**config.mk**
```make
export PLATFORM = sky130hd
export DESIGN_NAME = conv_seq_engine
export DESIGN_NICKNAME = d
export VERILOG_FILES = /design/src/rtl/conv_seq_engine.sv
export SDC_FILE = /design/constraint.sdc
export NUM_CORES = 1
export LEC_CHECK = 0
export CAP_MARGIN = 15
export CORE_ASPECT_RATIO = 0.5
export CORE_MARGIN = 5
export CORE_UTILIZATION = 43
export DETAILED_ROUTE_END_ITERATION = 7
export DONT_BUFFER_PORTS = 1
export PLACE_DENSITY = 0.59
export SYNTH_ARGS = -nofsm -noshare
export SYNTH_HDL_FRONTEND = slang
export SYNTH_SLANG_ARGS = --single-unit
export TNS_END_PERCENT = 30
```
**constraint.sdc**
```tcl
create_clock -name clk -period 24.4 [get_ports clk]
set_clock_uncertainty 0.05 [all_clocks]
set_input_delay 3.66 -clock clk [delete_from_list [all_inputs] [get_ports clk]]
set_output_delay 3.66 -clock clk [all_outputs]
set_load 0.01 [all_outputs]
```
**src/rtl/conv_seq_engine.sv**
```systemverilog
// Single-MAC 2-D convolution/correlation engine: latches an image and kernel on start,
// walks every valid window one tap per cycle and streams each result over valid/ready.
module conv_seq_engine #(
  parameter int DATA_W = 8,
  parameter int IMG    = 4,
  parameter int KER    = 3,
  parameter int ACC_W  = 20,
  parameter int SIGNED = 0,
  parameter int SHIFT  = 0,
  parameter int SAT    = 1,
  localparam int RW    = $clog2(IMG - KER + 1) + 1
) (
  input  logic                       clk,
  input  logic                       rst,
  input  logic                       start_i,
  input  logic                       mode_i,
  input  logic [IMG*IMG*DATA_W-1:0]  img_i,
  input  logic [KER*KER*DATA_W-1:0]  ker_i,
  output logic                       busy_o,
  output logic                       out_valid,
  input  logic                       out_ready,
  output logic [DATA_W-1:0]          out_data,
  output logic [RW-1:0]              out_row,
  output logic [RW-1:0]              out_col,
  output logic                       done_o
);

  localparam int KW  = $clog2(KER) + 1;
  localparam int IIW = $clog2(IMG*IMG*DATA_W);
  localparam int KIW = (KER*KER*DATA_W > 1) ? $clog2(KER*KER*DATA_W) : 1;
  localparam logic [KW-1:0]    KLAST = KW'(KER - 1);
  localparam logic [RW-1:0]    WLAST = RW'(IMG - KER);
  localparam logic [ACC_W-1:0] UMAX  = {{(ACC_W-DATA_W){1'b0}}, {DATA_W{1'b1}}};
  localparam logic [ACC_W-1:0] SMAX  = {{(ACC_W-DATA_W+1){1'b0}}, {(DATA_W-1){1'b1}}};
  localparam logic [ACC_W-1:0] SMIN  = {{(ACC_W-DATA_W+1){1'b1}}, {(DATA_W-1){1'b0}}};

  typedef enum logic [1:0] {S_IDLE, S_MAC, S_OUT, S_DONE} state_t;

  state_t                      state_q;
  logic [IMG*IMG*DATA_W-1:0]   img_q;
  logic [KER*KER*DATA_W-1:0]   ker_q;
  logic                        mode_q;
  logic [ACC_W-1:0]            acc_q;
  logic [RW-1:0]               r_q, c_q;
  logic [KW-1:0]               i_q, j_q;
  logic                        fin_q;
  logic                        busy_q, valid_q, done_q;
  logic [DATA_W-1:0]           data_q;
  logic [RW-1:0]               row_q, col_q;

  int                          pix_idx_s, ker_idx_s;
  logic [IIW-1:0]              pix_base_s;
  logic [KIW-1:0]              ker_base_s;
  logic [DATA_W-1:0]           pix_s, kv_s;
  logic [2*DATA_W-1:0]         pix_ext_s, kv_ext_s, prod_s;
  logic [ACC_W-1:0]            acc_d;

  // Shift then clamp or truncate the accumulator into the output width.
  function automatic logic [DATA_W-1:0] scale_fn(input logic [ACC_W-1:0] a);
    logic signed [ACC_W-1:0] ts;
    logic        [ACC_W-1:0] tu;
    logic        [DATA_W-1:0] res;
    ts = $signed(a) >>> SHIFT;
    tu = a >> SHIFT;
    if (SIGNED != 0) begin
      if ((SAT != 0) && (ts > $signed(SMAX)))      res = SMAX[DATA_W-1:0];
      else if ((SAT != 0) && (ts < $signed(SMIN))) res = SMIN[DATA_W-1:0];
      else                                         res = ts[DATA_W-1:0];
    end else begin
      if ((SAT != 0) && (tu > UMAX)) res = UMAX[DATA_W-1:0];
      else                           res = tu[DATA_W-1:0];
    end
    return res;
  endfunction

  // Tap operand fetch and one multiply-accumulate step.
  always_comb begin
    pix_idx_s = (int'(r_q) + int'(i_q)) * IMG + int'(c_q) + int'(j_q);
    if (mode_q) ker_idx_s = (KER - 1 - int'(i_q)) * KER + (KER - 1 - int'(j_q));
    else        ker_idx_s = int'(i_q) * KER + int'(j_q);
    pix_base_s = IIW'(pix_idx_s * DATA_W);
    ker_base_s = KIW'(ker_idx_s * DATA_W);
    pix_s = img_q[pix_base_s +: DATA_W];
    kv_s  = ker_q[ker_base_s +: DATA_W];
    // Sign-extending before an unsigned multiply gives the correct low 2*DATA_W bits.
    if (SIGNED != 0) begin
      pix_ext_s = {{DATA_W{pix_s[DATA_W-1]}}, pix_s};
      kv_ext_s  = {{DATA_W{kv_s[DATA_W-1]}}, kv_s};
    end else begin
      pix_ext_s = {{DATA_W{1'b0}}, pix_s};
      kv_ext_s  = {{DATA_W{1'b0}}, kv_s};
    end
    prod_s = pix_ext_s * kv_ext_s;
    acc_d  = acc_q + {{(ACC_W-2*DATA_W){(SIGNED != 0) & prod_s[2*DATA_W-1]}}, prod_s};
  end

  // Control FSM with window/tap counters and registered result port.
  always_ff @(posedge clk or posedge rst) begin
    if (rst) begin
      state_q <= S_IDLE;
      img_q   <= '0;
      ker_q   <= '0;
      mode_q  <= 1'b0;
      acc_q   <= '0;
      r_q     <= '0;
      c_q     <= '0;
      i_q     <= '0;
      j_q     <= '0;
      fin_q   <= 1'b0;
      busy_q  <= 1'b0;
      valid_q <= 1'b0;
      done_q  <= 1'b0;
      data_q  <= '0;
      row_q   <= '0;
      col_q   <= '0;
    end else begin
      case (state_q)
        S_IDLE: begin
          done_q <= 1'b0;
          if (start_i) begin
            img_q   <= img_i;
            ker_q   <= ker_i;
            mode_q  <= mode_i;
            acc_q   <= '0;
            r_q     <= '0;
            c_q     <= '0;
            i_q     <= '0;
            j_q     <= '0;
            fin_q   <= 1'b0;
            busy_q  <= 1'b1;
            state_q <= S_MAC;
          end
        end
        S_MAC: begin
          if (!fin_q) begin
            acc_q <= acc_d;
            if (j_q == KLAST) begin
              j_q <= '0;
              if (i_q == KLAST) begin
                i_q   <= '0;
                fin_q <= 1'b1;
              end else begin
                i_q <= i_q + KW'(1);
              end
            end else begin
              j_q <= j_q + KW'(1);
            end
          end else begin
            fin_q   <= 1'b0;
            data_q  <= scale_fn(acc_q);
            row_q   <= r_q;
            col_q   <= c_q;
            valid_q <= 1'b1;
            state_q <= S_OUT;
          end
        end
        S_OUT: begin
          if (out_ready) begin
            valid_q <= 1'b0;
            acc_q   <= '0;
            if (c_q == WLAST) begin
              c_q <= '0;
              if (r_q == WLAST) begin
                done_q  <= 1'b1;
                state_q <= S_DONE;
              end else begin
                r_q     <= r_q + RW'(1);
                state_q <= S_MAC;
              end
            end else begin
              c_q     <= c_q + RW'(1);
              state_q <= S_MAC;
            end
          end
        end
        S_DONE: begin
          done_q  <= 1'b0;
          busy_q  <= 1'b0;
          state_q <= S_IDLE;
        end
        default: state_q <= S_IDLE;
      endcase
    end
  end

  assign busy_o    = busy_q;
  assign out_valid = valid_q;
  assign out_data  = data_q;
  assign out_row   = row_q;
  assign out_col   = col_q;
  assign done_o    = done_q;

endmodule

```
==> qor.yml <==
layout-area-overhead-vs-synth_pct: 9.525
antenna_found_initial: 8
timing.slew.headroom: 0.3060
drtPass1Iterations: 4
place_congestion: 0.8493
cp_slowest_stage_delay_ns: 0.54
status: "finished clean"
synth_area_um2: 14570
clkLatencyLatePin_ns: 0.54
dieArea_um2: 37880
grt_usage: 0.1825
cp_slowest_cell: "dfrtp_1"
ys.flop_type: "dfrtp_1"
die_x_um: 270.3
via_per_inst: 5.474
layout_common_cells: "249 x dfrtp_1, 213 x mux2_2, 127 x inv_1"
criticalPathCategory: "flip-flop to flip-flop"
grt_pass1_wl_um: 54970
hold_depth: 1
coreArea_um2: 33230
cts_buffers: 24
first_global_vias: 9589
endpoint: "acc_q[14]"
ff2ff_path_depth: 28
tritoncts: "yes"
startpoint_type: "flip-flop"
fp-row-count: 47
final_common_cell: "dfrtp_1"
hold_start: "acc_q[2]"
maxCapViolations: 0
r2r-end: "acc_q[14]"
syn_area_per_cell_um2: 12.72
rsz0062_at_grt: "false"
wl_um: 34370
vias: 8758
dr.first_iter.drc_count: 467
nets: 1460
worst_pin_slew_ns: 1.041
clockRootBuffer: "clkbuf_16"
end_kind: "flip-flop"
detail-route-antenna-nets: 0
ys_top_cells_by_area: "dfrtp_1 43%, mux2_2 16%, fa_1 7.8%, mux4_2 7.6%, ha_1 5.5%"
cts_setup_buffers: 0
overflow: 0
initial_core_util: 0.4384
r2r-start: "i_q[0]"
cts.path.max_buffers: 3
worstPathRequired_ns: 24.79
drive_gt1_frac: 0.3038
layout_min_cycle_time_ns: 8.104
cp_max_fo: 10
worstPathArrival_ns: 8.50
grt_max_degree: 103
numPortBuffers: 0
wl_per_cell_um: 21.48
hp-class: "flip-flop to flip-flop"
place_hpwl_um: 26220
cts-hold-fix-buffers: 0
die_h_um: 140.2
hold_violations: 0
critPathMostFrequentCell: "inv_1"
yosysUniqueCellTypes: 64
cp-startpoint: "i_q[0]"
synthCells: 1145
io_pins: 220
tns_ns: 0
ys_async_sr_fraction: 1.000
final.period_utilization: 0.3321
slew_viol_final: 0
clock.fmax_ghz: 0.1234
yosys_warnings: 0
synth_edf_count: 0
path_clk_slew_ns: 0.07
synth_nets: 1471
cts_resized: 0
yosys.area.top_type: "dfrtp_1"
synth_top_area_share: 0.4277
synth-seq-cells: 249
clock_sinks: 249
drc: 0
setup_viol: 0
seq_area_frac_synth: 0.4277
htreeDepth: 1
r2r_setup_slack_ns: 16.30
==> flip-flops by register name, summed over array words and instances, names as in the netlist, 3 cells and up <==
register  cells
j_q           3
acc_q        20
i_q           3
img_q       128
out_data      8
ker_q        72
==> metal layers <==
layer / vias up / share of wire / GRT usage
met4: 2 / 0.019 / 0.04173
met3: 41 / 0.042 / 0.03247
met5: - / 0.00044 / 0
met1: 4504 / 0.44 / 0.2438
li1: 4035 / - / -
met2: 176 / 0.50 / 0.3151
==> final cells by class <==
| type | count | area (um^2) |
|---|---|---|
| inverter | 129 | 491.7 |
| clock inverter | 11 | 175.2 |
| timing repair buffer | 15 | 132.6 |
| tap | 441 | 551.8 |
| fill | 2930 | 17270 |
| antenna | 7 | 17.52 |
| clock buffer | 33 | 704.4 |
| sequential | 249 | 6231 |
| multi-input combinational | 715 | 7651 |
==> worst min path at each step <==
stage	slack, ns	endpoint
finish	0.44	out_data[2]
global placement	0.42	out_data[2]
CTS	0.45	out_data[2]
detailed placement	0.43	out_data[2]
global route	0.46	out_data[3]
floorplan	0.41	out_data[1]
==> synthesized netlist by cell type (all sizes together), types with 6 or more instances <==
cell / instances
dfrtp: 249
mux2: 213
inv: 128
ha: 64
fa: 57
a21oi: 49
mux4: 49
clkbuf: 43
o21ai: 39
nand2: 38
mux2i: 22
a21o: 18
nor2: 17
nand3: 13
xnor2: 13
o211ai: 10
o21bai: 10
buf: 9
a21bo: 8
nor3: 8
o22a: 8
a21boi: 6
==> cell families (layout without fill, tap and decap cells) <==
| kind of cell | Yosys count | in the layout | synth area share |
|---|---|---|---|
| buffers and inverters | 181 | 188 | 0.04844 |
| adders and majority gates | 121 | 121 | 0.1333 |
| muxes | 284 | 284 | 0.2564 |
| and+or+nand+nor | 109 | 109 | 0.03693 |
| xor gates and xnor gates | 18 | 18 | 0.01134 |
| DFF | 249 | 249 | 0.4277 |
| AOI/OAI and AO/OA | 183 | 183 | 0.08589 |
| other | 0 | 7 | 0 |
==> critical path, delay by kind of cell, from the launching register on <==
| family | cells | cell delay (ns) |
|---|---|---|
| buf+inv | 7 | 0.60 |
| compound gates | 8 | 1.75 |
| mux | 1 | 0.38 |
| fa+ha+maj | 9 | 3.95 |
| xor+xnor | 1 | 0.14 |
| simple gates | 2 | 0.60 |
| flops | 1 | 0.54 |
==> stage by stage <==
stage               utilization  hold WS (ns)  instance area (um^2)  setup slack [ns]  instances
global placement         0.4524        0.4249                 15030             16.46       1548
floorplan                     -        0.4100                 14570             13.85       1145
detailed placement       0.4524        0.4343                 15030             16.31       1548
global route             0.4802        0.4645                 15960             15.76       1600
CTS                      0.4789        0.4508                 15910             16.29       1592
finish                   0.4802        0.4436                 15960             16.30       1600
Power is left out: the tool's default activity adds up to more than one toggle a clock period on the data nets, which glitch-free logic cannot reach.
